## src/rtl/muldiv_if.sv

```systemverilog
// Issue/read handshake and HI/LO result bus between the control unit and the multiply sequencer.
interface muldiv_if #(parameter int WIDTH = 32);
  logic             start;
  logic             is_signed;
  logic [WIDTH-1:0] srca;
  logic [WIDTH-1:0] srcb;
  logic             rd_req;
  logic             busy;
  logic             stall;
  logic             done;
  logic [WIDTH-1:0] hi;
  logic [WIDTH-1:0] lo;

  modport master (
    output start, is_signed, srca, srcb, rd_req,
    input  busy, stall, done, hi, lo
  );

  modport slave (
    input  start, is_signed, srca, srcb, rd_req,
    output busy, stall, done, hi, lo
  );
endinterface

```

## src/rtl/muldiv_sequencer.sv

```systemverilog
// Iterative shift-add 32x32->64 multiplier owning HI/LO, with mfhi/mflo read stall.
// Optional MULDIV_EARLY_TERM_EN: leave RUN as soon as the multiplier is exhausted.
module muldiv_sequencer #(
  parameter int WIDTH = 32
) (
  input  logic    clk,
  input  logic    reset,
  muldiv_if.slave bus
);
  localparam int CW = (WIDTH > 1) ? $clog2(WIDTH) : 1;

  typedef enum logic [1:0] {IDLE, RUN, FIX} state_e;

  state_e               state_q, state_d;
  logic [2*WIDTH-1:0]   m_q, m_d;
  logic [2*WIDTH-1:0]   acc_q, acc_d;
  logic [WIDTH-1:0]     q_q, q_d;
  logic [WIDTH-1:0]     hi_q, hi_d;
  logic [WIDTH-1:0]     lo_q, lo_d;
  logic [CW-1:0]        cnt_q, cnt_d;
  logic                 neg_q, neg_d;
  logic                 done_q, done_d;

  logic [WIDTH-1:0]     mag_a, mag_b;
  logic [2*WIDTH-1:0]   res;
  logic                 last_step;
  logic                 busy;

  // Negating the most negative value wraps back to 2^(WIDTH-1), which is the
  // correct unsigned magnitude, so no saturation is needed.
  assign mag_a = (bus.is_signed && bus.srca[WIDTH-1]) ? -bus.srca : bus.srca;
  assign mag_b = (bus.is_signed && bus.srcb[WIDTH-1]) ? -bus.srcb : bus.srcb;
  assign res   = neg_q ? -acc_q : acc_q;

  always_comb begin
    state_d   = state_q;
    m_d       = m_q;
    acc_d     = acc_q;
    q_d       = q_q;
    hi_d      = hi_q;
    lo_d      = lo_q;
    cnt_d     = cnt_q;
    neg_d     = neg_q;
    done_d    = 1'b0;
    last_step = 1'b0;
    unique case (state_q)
      IDLE: begin
        if (bus.start) begin
          m_d     = {{WIDTH{1'b0}}, mag_a};
          q_d     = mag_b;
          acc_d   = '0;
          cnt_d   = '0;
          neg_d   = bus.is_signed & (bus.srca[WIDTH-1] ^ bus.srcb[WIDTH-1]);
          state_d = RUN;
        end
      end
      RUN: begin
        if (q_q[0]) acc_d = acc_q + m_q;
        m_d   = m_q << 1;
        q_d   = q_q >> 1;
        cnt_d = cnt_q + 1'b1;
`ifdef MULDIV_EARLY_TERM_EN
        last_step = (cnt_q == CW'(WIDTH-1)) || (q_d == '0);
`else
        last_step = (cnt_q == CW'(WIDTH-1));
`endif
        if (last_step) state_d = FIX;
      end
      FIX: begin
        hi_d    = res[2*WIDTH-1:WIDTH];
        lo_d    = res[WIDTH-1:0];
        done_d  = 1'b1;
        state_d = IDLE;
      end
      default: state_d = IDLE;
    endcase
  end

  always_ff @(posedge clk or negedge reset) begin
    if (!reset) begin
      state_q <= IDLE;
      m_q     <= '0;
      acc_q   <= '0;
      q_q     <= '0;
      hi_q    <= '0;
      lo_q    <= '0;
      cnt_q   <= '0;
      neg_q   <= 1'b0;
      done_q  <= 1'b0;
    end else begin
      state_q <= state_d;
      m_q     <= m_d;
      acc_q   <= acc_d;
      q_q     <= q_d;
      hi_q    <= hi_d;
      lo_q    <= lo_d;
      cnt_q   <= cnt_d;
      neg_q   <= neg_d;
      done_q  <= done_d;
    end
  end

  assign busy      = (state_q != IDLE);
  assign bus.busy  = busy;
  assign bus.stall = bus.rd_req & busy;
  assign bus.done  = done_q;
  assign bus.hi    = hi_q;
  assign bus.lo    = lo_q;
endmodule

```

## src/flat_wrapper.sv

```systemverilog
// flat-port wrapper written by rule: the top's interface ports become plain ports
module muldiv_sequencer_flat 
#(
  parameter int WIDTH = 32
)
  (clk, reset, bus_start, bus_is_signed, bus_srca, bus_srcb, bus_rd_req, bus_busy, bus_stall, bus_done, bus_hi, bus_lo);
  muldiv_if #(.WIDTH(WIDTH)) bus_i ();
  input  logic clk;
  input  logic reset;
  input wire logic [$bits(bus_i.start)-1:0] bus_start;
  input wire logic [$bits(bus_i.is_signed)-1:0] bus_is_signed;
  input wire logic [$bits(bus_i.srca)-1:0] bus_srca;
  input wire logic [$bits(bus_i.srcb)-1:0] bus_srcb;
  input wire logic [$bits(bus_i.rd_req)-1:0] bus_rd_req;
  output wire logic [$bits(bus_i.busy)-1:0] bus_busy;
  output wire logic [$bits(bus_i.stall)-1:0] bus_stall;
  output wire logic [$bits(bus_i.done)-1:0] bus_done;
  output wire logic [$bits(bus_i.hi)-1:0] bus_hi;
  output wire logic [$bits(bus_i.lo)-1:0] bus_lo;
  assign bus_i.start = bus_start;
  assign bus_i.is_signed = bus_is_signed;
  assign bus_i.srca = bus_srca;
  assign bus_i.srcb = bus_srcb;
  assign bus_i.rd_req = bus_rd_req;
  assign bus_busy = bus_i.busy;
  assign bus_stall = bus_i.stall;
  assign bus_done = bus_i.done;
  assign bus_hi = bus_i.hi;
  assign bus_lo = bus_i.lo;
  muldiv_sequencer #(.WIDTH(WIDTH)) u_core (.clk(clk), .reset(reset), .bus(bus_i));
endmodule
```

## config.mk

```make
export PLATFORM = sky130hd
export DESIGN_NAME = muldiv_sequencer_flat
export DESIGN_NICKNAME = d
export VERILOG_FILES = /design/src/rtl/muldiv_if.sv /design/src/rtl/muldiv_sequencer.sv /design/src/flat_wrapper.sv
export SDC_FILE = /design/constraint.sdc
export NUM_CORES = 1
export LEC_CHECK = 0
export ABC_CLOCK_PERIOD_IN_PS = 6600
export CAP_MARGIN = 20
export CORE_ASPECT_RATIO = 0.75
export CORE_MARGIN = 10
export CORE_UTILIZATION = 34
export CTS_CLUSTER_DIAMETER = 60
export CTS_CLUSTER_SIZE = 25
export DETAILED_ROUTE_END_ITERATION = 6
export PLACE_DENSITY = 0.57
export SLEW_MARGIN = 20
export SYNTH_ARGS = -nofsm -noshare
export SYNTH_HDL_FRONTEND = slang
export SYNTH_SLANG_ARGS = --single-unit
```

## constraint.sdc

```tcl
create_clock -name clk -period 6.6 [get_ports clk]
set_input_delay 0.66 -clock clk [delete_from_list [all_inputs] [get_ports clk]]
set_output_delay 0.66 -clock clk [all_outputs]
set_load 0.05 [all_outputs]
```

* Word-level counts from Yosys, hierarchy flattened
Index checks and enable logic that the tools add are counted.
** Cells by class
- Add/sub/neg operators :: 5
- $mul :: 0
- Divide/modulo/power cells :: 0
- Order comparisons :: 0
- Eq/ne operators :: 6
- Shift operators :: 0
- Muxes and demuxes :: 16
- Bitwise gates (word level) :: 3
- Reductions and logical operators :: 9
** Operators with widths (number)
- $mux 64 :: 4
- $pmux 64 s2 :: 2
- $mux 32 :: 3
- $add 64x64->64 :: 1
- $neg 32->32 :: 2
- $neg 64->64 :: 1
- $pmux 32 s2 :: 1
- $pmux 5 s2 :: 1
- $reduce_and 2->1 :: 3
- $add 5x1->5 const B :: 1
- $eq 5x5->1 const B :: 1
- $mux 5 :: 1
- $mux 2 :: 2
- $ne 2x1->1 const B :: 2
- $pmux 2 s2 :: 1
- $reduce_bool 2->1 :: 2
- $reduce_and 3->1 :: 1
- $and 1x1->1 :: 2
- $eq 2x1->1 const B :: 1
- $eq 2x2->1 const B :: 1
- $logic_and 1x1->1 :: 2
- $logic_not 2->1 :: 1
- $ne 2x2->1 const B :: 1
- $mux 1 :: 1
- $xor 1x1->1 :: 1
** Word-level totals
- Register bits after elaboration :: 233
- Bits in latches :: 0
- Bits in writable memories :: 0
- ROM bits :: 0
- Bits of input ports :: 69
- Output and inout bits :: 67
- Memories :: 0

* Logic depth before layout (Yosys ltp)
Gate-level depths: netlist of the first run.
- Word-level depth :: 4
- Depth in mapped cells :: 12
- Mapped depth without buffers :: 12

* Worst setup path after synthesis of the first run
No wires, ideal clock.
- Path kind :: reg-to-reg
- From :: reg u_core.acc_q[29]
- To :: reg u_core.hi_q[28], in the netlist u_core.bus.hi[28]
- Library setup time :: 0.129 ns
- Arrival time :: 2.797 ns
- Data required time :: 6.471 ns
- Setup slack :: 3.675 ns
- Cell stages (with the launch flop) :: 10
- Path buffers :: 0
- Cell sequence :: dfrtp_1 or4_4 or4_4 nor3_4 nand4_2 or4_4 or2_4 o31ai_4 xor2_1 o21ai_1
** Between the ends
- Longest elaborated chain between the ends :: 2
** Ends and longest elaborated chain
- start: declaration :: line muldiv_sequencer.sv:16 : logic [2*WIDTH-1:0] acc_q, acc_d;
- start signal: assignment :: line muldiv_sequencer.sv:83 : acc_q <= '0;
- start signal: assignment :: line muldiv_sequencer.sv:93 : acc_q <= acc_d;
- $neg 64->64 :: line muldiv_sequencer.sv:33 : assign res = neg_q ? -acc_q : acc_q;
- $mux 64 :: line muldiv_sequencer.sv:33
- end signal: assignment :: line muldiv_sequencer.sv:95 : hi_q <= hi_d;
- end: declaration :: line muldiv_sequencer.sv:18 : logic [WIDTH-1:0] hi_q, hi_d;
Every way passes these cells.
A chain may end at the register's enable or synchronous reset.

* Final worst setup path of the first run
- From :: reg u_core.acc_q[0]
- To :: reg u_core.acc_q[54]
** Between the ends
- Longest elaborated chain between the ends :: 3
** Ends and longest elaborated chain
- $add 64x64->64 :: line muldiv_sequencer.sv:58 : if (q_q[0]) acc_d = acc_q + m_q;
- $mux 64 :: line muldiv_sequencer.sv:58
- $pmux 64 s2 :: line muldiv_sequencer.sv:46 : unique case (state_q)
Every way passes these cells. The select of a mux whose other input is x is not followed.

==> impl_metrics.toml, run 1 <==
[worst_setup_path]
crit_path_max_fanout = 4
worst-path-buf-inv = 1
worstPathArrival_ns = 4.09
cpPeakStageDelay_ns = 0.52
path_depth = 12
critical-path-top-delay-family = "compound AO/OA/AOI/OAI gates"
r2r_cells = 12
endpoint_kind = "register"
required_ns = 7.05
startpoint_type = "register"
path_class = "reg2reg"
worstPathCellList = "ha_1 > inv_1 > fa_1 > nor2b_1 > o31a_1 > o211ai_1 > a211oi_1 > o21ai_0 > o211ai_1 > a31oi_1 > xor2_1 > o21ai_0"
critical-path-slowest-cell = "a211oi_1"

[global_route]
grt_pass1_wl_mm = 73.5
gr-usage-met1 = 0.260
antenna_found_initial = 5
grt_pass1_vias = 12815
grt_use_met3 = 0.0290
gr-total-overflow = 0
busiest_layer = "met1"
grtUsageMet2 = 0.238
grt_max_degree = 133
track_usage = 0.167

[route]
vias = 13367
vias_per_cell = 5.44
ant_nets = 0
dr.first_iter.drc_count = 1057
drtPass1Iterations = 5
wirelength_mm = 45.9
remaining_drc_errors = 0
wl_per_cell_um = 18.7

[power]
vdd_drop_max_uv = 193
combPwrFrac = 0.535
pwr-share-clk = 0.163
power_frac_seq = 0.303
sw_frac_of_total = 0.490
switching_power_mw = 4.25
p_leak_nw = 7.53
power.density_mw_per_mm2 = 491
internal_power_mw = 4.43

[clock_tree]
hold_buffers = 0
postCtsResizedCells = 0
numCtsBuffers = 23
cts.htree.levels = 1
clkTransAtPathRegs_ns = 0.07
clock_latency_ns = 0.55
cts_tree = "done"
clock-sinks = 233
cts_buffer_depth = 3
cts_root_buf = "clkbuf_16"
postCtsSetupRepairBufs = 0

[cells_and_area]
nFillCells = 4368
syn2layout_area_growth_pct = 17.5
drive_gt1_frac = 0.0426
multi_input_area_mm2 = 0.00877
register_area_mm2 = 0.00583
layout.nets = 1999
finalNonFillerCells = 2458

[timing]
setup_viol = 0
tns_ns = 0
fin_crit_ns = 3.64
drv_slew = 0
fmax_mhz = 275
rsz0062_at_grt = "false"
worst_pin_slew_ns = 1.02
fin_ws_ns = 2.96
hold_viol_final = 0
fin_crit_sh = 0.551
finClkSkew_ns = 0.0144
maxSlewHeadroom = 0.319

[logic_synthesis]
synthCells = 1788
synth_area_leader_cell = "dfrtp_1"
synth-async-reset-ratio = 1.00
synth_area_mm2 = 0.0150
yosys.area_share.simple = 0.173
synth_cell_types = 63
synthMuxAreaShare = 0.00333
synth_area_per_cell_um2 = 8.41
synthTopCellsByArea = "dfrtp_1 (39%), o21ai_0 (9.7%), nand2_1 (7.5%)"
synth_top_family_by_area = "compound AO/OA/AOI/OAI gates"
synth_compound_area_frac = 0.245
synth_seq_cells = 233
yosysWarnings = 0
synthAdderAreaFrac = 0.0579
synth_ff_type = "dfrtp_1"
syn-num-nets = 1926
synth_xor_area_frac = 0.102
yosysSeqAreaShare = 0.388
yosys.area.top_type_share = 0.388
synth_edf_count = 0

[placement]
dp.cells = 2414
hpwl_mm = 34.6
place.gp.congestion = 0.908
port_buffers = 135
preCtsSetupSlack_ns = 2.98

[die]
fp.dieW_um = 263
num_rows = 66
io-pin-count = 136
dieArea_mm2 = 0.0532
die_h_um = 202
start_util = 0.346
core_area_mm2 = 0.0435

[run]
drv_cap = 0

[min_path]
hp-class = "in2async"

[status]
outcome = "finished, final reports clean"
sequential cells by signal (all words and copies together) (netlist names):
signal           flops
u_core.state_q       2
u_core.bus.hi       32
u_core.acc_q        64
u_core.m_q          64
u_core.neg_q         1
u_core.bus.lo       32
u_core.cnt_q         5
u_core.bus.done      1
u_core.q_q          32
stage by stage:
step	instance area, µm²	total power, mW	utilization	hold WS [ns]
6_report	17700	8.68	0.406	0.125
4_1_cts	17700	8.70	0.406	0.157
2_1_floorplan	15000	5.81	-	0.364
3_3_place_gp	16900	7.20	0.388	0.462
3_5_place_dp	16900	7.25	0.388	0.470
5_1_grt	17700	9.43	0.406	0.174
logic make-up (layout without fill, tap and decap cells):
logic type / Yosys count / count (layout)
adder cells (fa/ha/maj): 69 / 69
AO/OA/AOI/OAI: 614 / 614
other: 0 / 2
AND/OR/NAND/NOR: 566 / 566
flip-flops: 233 / 233
multiplexers: 5 / 5
buffers and inverters: 126 / 216
XOR/XNOR: 175 / 175
worst paths after layout:
path | start | endpoint | slack [ns]
worst max-delay path | u_core.acc_q[0] | u_core.acc_q[54] | 2.96
worst min-delay path | reset | u_core.bus.lo[19] | 0.12
worst max register to register | u_core.acc_q[0] | u_core.acc_q[54] | 2.96
worst min register to register | u_core.bus.lo[9] | u_core.bus.lo[9] | 0.48
max in group asynchronous | reset | u_core.acc_q[57] | 5.25
min in group clk | u_core.bus.lo[9] | u_core.bus.lo[9] | 0.48
layout make-up:
type / count / area share
timing repair buffer: 145 / 0.0816
multi-input combinational: 1429 / 0.496
clock buffer: 24 / 0.0328
clock inverter: 18 / 0.0124
antenna: 2 / 0.000283
inverter: 29 / 0.00615
sequential: 233 / 0.330
tap: 578 / 0.0409
cell usage after synthesis (12+ instances only):
cell type	n
o31ai_1	31
and3_1	15
xor2_1	116
o41ai_1	14
dfrtp_1	233
nor3_1	26
nand4_1	26
o21ai_0	291
o21bai_1	13
or4_1	12
nor4_1	14
a22oi_1	60
ha_1	68
nand3_1	20
a21oi_1	102
or3_1	15
xnor2_1	59
clkbuf_1	95
nand2_1	300
a21o_1	34
nor2_1	85
inv_1	29
layout by cell type, fill, tap and decap left out, drive strengths merged, types with 4 or more instances in the layout:
cell type      count
ha                68
or4               16
o21a               4
nor4              14
buf               11
nand3             20
o211ai             7
and4               4
and3              15
and2              10
inv               38
nor3              27
nand2            300
a21oi            102
nand4             27
a21o              34
a31oi             11
or2               10
a211oi            10
o41ai             14
a22oi             60
nor2              85
clkdlybuf4s50    134
o31ai             32
mux2i              5
clkbuf            24
xor2             116
nor2b              6
nand2b             9
o21bai            13
o21ai            293
or3               15
xnor2             59
dfrtp            233
clkinv             6
power by group through the flow:
stage | Clock [mW] | Combinational [mW] | Sequential (mW)
final | 1.41 | 4.64 | 2.63
after global routing | 1.52 | 5.21 | 2.70
after CTS | 1.47 | 4.63 | 2.61
after detailed placement | 0 | 4.61 | 2.64
after global placement | 0 | 4.58 | 2.62
after floorplan | 0 | 3.26 | 2.55
routing by layer:
metal / share of wire / vias up
li1: - / 6598
met1: 0.53 / 6370
met2: 0.40 / 356
met3: 0.058 / 41
met4: 0.012 / 2
met5: 0.00028 / -
No activity file was read; power rests on OpenSTA's default activity.
==> inputs of run 2 (changes only) <==
--- a/config.mk
+++ b/config.mk
@@ -5,7 +5,7 @@
 export SDC_FILE = /design/constraint.sdc
 export NUM_CORES = 1
 export LEC_CHECK = 0
-export ABC_CLOCK_PERIOD_IN_PS = 6600
+export ABC_CLOCK_PERIOD_IN_PS = 3100
 export CAP_MARGIN = 20
 export CORE_ASPECT_RATIO = 0.75
 export CORE_MARGIN = 10
@@ -13,7 +13,7 @@
 export CTS_CLUSTER_DIAMETER = 60
 export CTS_CLUSTER_SIZE = 25
 export DETAILED_ROUTE_END_ITERATION = 6
-export PLACE_DENSITY = 0.57
+export PLACE_DENSITY = 0.59
 export SLEW_MARGIN = 20
 export SYNTH_ARGS = -nofsm -noshare
 export SYNTH_HDL_FRONTEND = slang
==> constraint.sdc (replaced) <==
create_clock -name clk -period 3.1 [get_ports clk]
set_input_delay 0.31 -clock clk [delete_from_list [all_inputs] [get_ports clk]]
set_output_delay 0.31 -clock clk [all_outputs]
set_load 0.05 [all_outputs]
==> run 2 against run 1 <==
Clock power grew 95%. Total power is 130% higher. Highest routed layer is now met4. Utilization is 2.7 points higher. Largest power group unchanged.
==> impl_metrics.toml, run 2 (synthesis results as in run 1) <==
[clock_tree]
cts_tree = "done"
clock_latency_ns = 0.54
clock-sinks = 233
cts_buffer_depth = 3
cts_root_buf = "clkbuf_16"
numCtsBuffers = 21
clkTransAtPathRegs_ns = 0.08
cts.htree.levels = 1

[timing]
rsz0062_at_grt = "true"
drv_slew = 0
fin_crit_sh = 0.977
fin_ws_ns = 0.0705
hold_viol_final = 0
finClkSkew_ns = 0.0126
setup_viol = 0
worst_hold_slack_ns = 0.386
maxSlewHeadroom = 0.303
worst_pin_slew_ns = 1.04
fin_crit_ns = 3.03
fmax_mhz = 330

[placement]
hpwl_mm = 35.6
place.gp.congestion = 0.960
port_buffers = 135
preCtsSetupSlack_ns = -0.0333
dp.cells = 2546
placed_area_mm2 = 0.0179

[global_route]
antenna_found_initial = 1
grt_pass1_wl_mm = 75.2
grt_pass1_vias = 13658
gr-total-overflow = 0
grt_max_degree = 87
track_usage = 0.170

[cells_and_area]
drive_gt1_frac = 0.124
fin_util = 0.434
nFillCells = 4250
finalNonFillerCells = 2591
reg_top3 = "u_core.acc_q x64, u_core.m_q x64"
syn2layout_area_growth_pct = 25.4
final_cell_area_mm2 = 0.0189
final_cell_mix = "nand2_1 (299), o21ai_0 (278), dfrtp_1 (231)"
final_common_cell = "nand2_1"
layout.nets = 2135

[route]
route.met3.wl_mm = 3.22
remaining_drc_errors = 0
wl_met1_mm = 23.2
drtPass1Iterations = 6
vias = 14124
wirelength_mm = 46.8
dr_wl_met2_mm = 19.6
dr.max_layer_used = "met4"
ant_nets = 0
wl_per_cell_um = 18.1
vias_per_cell = 5.45
dr.first_iter.drc_count = 1320

[worst_setup_path]
startpoint_type = "register"
r2r_cells = 9
worstPathArrival_ns = 3.45
crit_path_max_fanout = 5
required_ns = 3.52
endpoint_kind = "register"
path_class = "reg2reg"

[die]
fp.dieW_um = 263
dieArea_mm2 = 0.0532
num_rows = 66
start_util = 0.346
core_area_mm2 = 0.0435
io-pin-count = 136
die_h_um = 202

[run]
drv_cap = 0

[power]
vdd_drop_max_uv = 431
p_leak_nw = 8.21
power.density_mw_per_mm2 = 1050

[status]
outcome = "finished, final reports clean"

[min_path]
hp-class = "in2async"
==> run 2: cell types whose count changed in the layout (fill, tap and decap cells not counted), sizes merged <==
cell,change
buf,+137
bufinv,-2
clkbuf,-2
clkinv,+2
clkinvlp,+1
diode,-1
dlygate4sd3,+1
inv,-3
==> run 2: routing by layer <==
metal / vias up / track usage
li1: 6858 / -
met1: 6803 / 0.251
met3: 51 / 0.0301
met5: - / 0
met4: 0 / 0.0309
met2: 412 / 0.254
==> run 2: path summary, 6_finish.rpt <==
| check | startpoint | end | slack [ns] |
|---|---|---|---|
| setup reg to reg | u_core.acc_q[29] | u_core.bus.hi[28] | 0.07 |
| max in group asynchronous | reset | u_core.acc_q[53] | 1.84 |
| min in group clk | bus_srca[0] | u_core.m_q[0] | 0.47 |
| setup / recovery | u_core.acc_q[29] | u_core.bus.hi[28] | 0.07 |
| hold / removal | reset | u_core.bus.lo[17] | 0.39 |
| hold reg to reg | u_core.bus.lo[31] | u_core.bus.lo[31] | 0.48 |
==> run 2: area by class of cell <==
| type | instances | area, µm² | share of cell area |
|---|---|---|---|
| antenna | 1 | 2.50 | 0.000133 |
| clock buffer | 22 | 539 | 0.0286 |
| clock inverter | 16 | 184 | 0.00975 |
| inverter | 29 | 109 | 0.00577 |
| multi-input combinational | 1429 | 8940 | 0.474 |
| sequential | 233 | 5830 | 0.309 |
| tap | 578 | 723 | 0.0383 |
| timing repair buffer | 283 | 2540 | 0.135 |
==> run 2: stage by stage <==
stage / TNS [ns] / total power, mW
floorplan: 0 / 12.4
global placement: 0 / 16.4
detailed placement: -0.144 / 16.6
CTS: 0 / 19.5
global route: -0.0597 / 21.3
finish: 0 / 19.8
==> run 2: critical path: stages, from the launching register on <==
cell     delay [ns]
dfrtp_1        0.38
or4_4          0.54
or4_4          0.46
nor3_4         0.16
nand4_2        0.16
or4_4          0.51
or2_4          0.29
o31ai_4        0.17
xor2_1         0.16
o21ai_1        0.07
==> run 2: report_power, final <==
group	leakage (nW)	internal (mW)	total [mW]	switching, mW
Clock	0.348	1.36	2.75	1.39
Combinational	5.12	4.80	11.7	6.91
Sequential	2.73	4.16	5.33	1.17
==> run 2: timing repair <==
action	4_1_cts	5_1_grt
pin swaps	1	9
buffers inserted	0	4
hold endpoints to repair	82	0
resized for setup	5	49
setup endpoints to repair	9	38
hold buffers	1	0
==> inputs of run 3 (changes only) <==
--- a/config.mk
+++ b/config.mk
@@ -5,15 +5,17 @@
 export SDC_FILE = /design/constraint.sdc
 export NUM_CORES = 1
 export LEC_CHECK = 0
-export ABC_CLOCK_PERIOD_IN_PS = 3100
+export ABC_CLOCK_PERIOD_IN_PS = 3400
 export CAP_MARGIN = 20
 export CORE_ASPECT_RATIO = 0.75
 export CORE_MARGIN = 10
 export CORE_UTILIZATION = 34
+export CTS_BUF_LIST = sky130_fd_sc_hd__clkbuf_8
 export CTS_CLUSTER_DIAMETER = 60
 export CTS_CLUSTER_SIZE = 25
 export DETAILED_ROUTE_END_ITERATION = 6
-export PLACE_DENSITY = 0.59
+export PLACE_DENSITY = 0.57
+export RECOVER_POWER = 25
 export SLEW_MARGIN = 20
 export SYNTH_ARGS = -nofsm -noshare
 export SYNTH_HDL_FRONTEND = slang
==> constraint.sdc (replaced) <==
create_clock -name clk -period 3.4 [get_ports clk]
set_input_delay 0.34 -clock clk [delete_from_list [all_inputs] [get_ports clk]]
set_output_delay 0.34 -clock clk [all_outputs]
set_load 0.05 [all_outputs]
==> run 3 against run 2 <==
The flow now finishes with violations (max-capacitance violations, max-slew violations). Critical path depth unchanged. Critical endpoint unchanged. Setup slack improved by 0.098 ns. Non-clock buffer count decreased by 73. Die area unchanged. Maximum frequency shrank 6.3%. Cell count decreased by 2.5%.
==> impl_metrics.toml, run 3 (synthesis results as in run 1) <==
[global_route]
grt_max_degree = 101
antenna_found_initial = 2
grt_pass1_vias = 13242
grtUsageMet2 = 0.244
track_usage = 0.178
gr-total-overflow = 0
busiest_layer = "met1"
grt_pass1_wl_mm = 77.6
gr-usage-met1 = 0.275
grt_use_met3 = 0.0460

[cells_and_area]
layout.nets = 2066
drive_gt1_frac = 0.0807
final_common_cell = "nand2_1"
syn2layout_area_growth_pct = 20.1
final_cell_mix = "nand2_1 (299), o21ai_0 (289), dfrtp_1 (232)"
reg_top3 = "u_core.acc_q x64, u_core.m_q x64"

[route]
ant_nets = 0
wirelength_mm = 48.9
vias_per_cell = 5.47
dr.first_iter.drc_count = 974
wl_per_cell_um = 19.4
remaining_drc_errors = 0
drtPass1Iterations = 5
vias = 13806

[placement]
place.gp.congestion = 0.901
port_buffers = 135
hpwl_mm = 37.3

[worst_setup_path]
required_ns = 3.87
path_class = "reg2reg"
worstPathArrival_ns = 3.70
endpoint_kind = "register"
startpoint_type = "register"
r2r_cells = 9
crit_path_max_fanout = 5

[min_path]
hp-class = "in2reg"
hold-path-cell-count = 3

[timing]
worst_pin_slew_ns = 2.55
rsz0062_at_grt = "false"
drv_slew = 88
hold_viol_final = 0
fin_crit_sh = 0.951
maxSlewHeadroom = -0.702
fin_crit_ns = 3.23
worst_hold_slack_ns = 0.397
tns_ns = 0
setup_viol = 0
finClkSkew_ns = 0.0345
fmax_mhz = 309

[power]
combPwrFrac = 0.574
power.density_mw_per_mm2 = 953
vdd_drop_max_uv = 345
internal_power_mw = 8.55
pwr-share-clk = 0.133
switching_power_mw = 8.67
power_frac_seq = 0.294
p_leak_nw = 7.79
sw_frac_of_total = 0.503

[clock_tree]
clkTransAtPathRegs_ns = 0.10
cts_root_buf = "clkbuf_8"
clock_latency_ns = 0.62
cts_buffer_depth = 3
cts_tree = "done"
numCtsBuffers = 25
clock-sinks = 233
cts.htree.levels = 1

[die]
start_util = 0.346
core_area_mm2 = 0.0435
num_rows = 66
fp.dieW_um = 263
die_h_um = 202
io-pin-count = 136
dieArea_mm2 = 0.0532

[status]
violations = "max-capacitance violations, max-slew violations"
outcome = "finished, violations left"

[run]
drv_cap = 1
-- run 3: worst max-delay path, cell delays in order (launching register included) --
cell     delay, ns
dfrtp_1       0.45
or4_4         0.57
or4_4         0.45
nor3_4        0.20
nand4_2       0.20
or4_4         0.52
or2_4         0.27
o31ai_4       0.18
xor2_1        0.16
o21ai_1       0.07
-- run 3: worst paths after layout --
path / from / endpoint / slack [ns]
hold / removal: bus_srca[0] / u_core.m_q[0] / 0.40
setup / recovery: u_core.acc_q[29] / u_core.bus.hi[28] / 0.17
max in group asynchronous: reset / u_core.m_q[14] / 0.86
hold reg to reg: u_core.bus.hi[31] / u_core.bus.hi[31] / 0.48
setup reg to reg: u_core.acc_q[29] / u_core.bus.hi[28] / 0.17
min in group asynchronous: reset / u_core.bus.lo[19] / 1.06
-- run 3: layout make-up --
type / instances / area (µm²)
antenna: 1 / 2.50
fill: 4310 / 25500
clock inverter: 20 / 268
sequential: 233 / 5830
tap: 578 / 723
clock buffer: 25 / 344
inverter: 29 / 109
timing repair buffer: 210 / 1960
multi-input combinational: 1429 / 8830
-- run 3: layer usage --
metal  vias to the layer above  share of wire
met1                      6629           0.52
li1                       6724              -
met4                         0          0.015
met3                        47          0.081
met5                         -              0
met2                       406           0.39
-- run 3: timing repair --
| item | in CTS | in global routing |
|---|---|---|
| hold endpoints to repair | 87 | 0 |
| gates resized for setup | 0 | 13 |
| endpoints found under the setup margin | 0 | 26 |
| buffers inserted | 0 | 2 |
| hold buffers | 1 | 0 |
-- run 3: metrics by stage --
| stage | utilization | setup slack [ns] | cell area (µm²) | total power, mW | cells |
|---|---|---|---|---|---|
| floorplan | - | 0.475 | 15000 | 11.3 | 1788 |
| global placement | 0.399 | 0.128 | 17400 | 14.7 | 2476 |
| detailed placement | 0.399 | 0.109 | 17400 | 14.8 | 2476 |
| CTS | 0.414 | 0.0534 | 18000 | 17.1 | 2522 |
| global route | 0.415 | 0.00677 | 18100 | 18.6 | 2524 |
| finish | 0.415 | 0.168 | 18100 | 17.2 | 2525 |
-- run 3: power by group through the flow --
stage               combinational (mW)  clock, mW  sequential (mW)
floorplan                         6.32          0             4.95
global placement                  9.71          0             5.04
detailed placement                9.70          0             5.08
CTS                               9.75       2.36             5.02
global route                      11.0       2.45             5.20
finish                            9.88       2.29             5.06
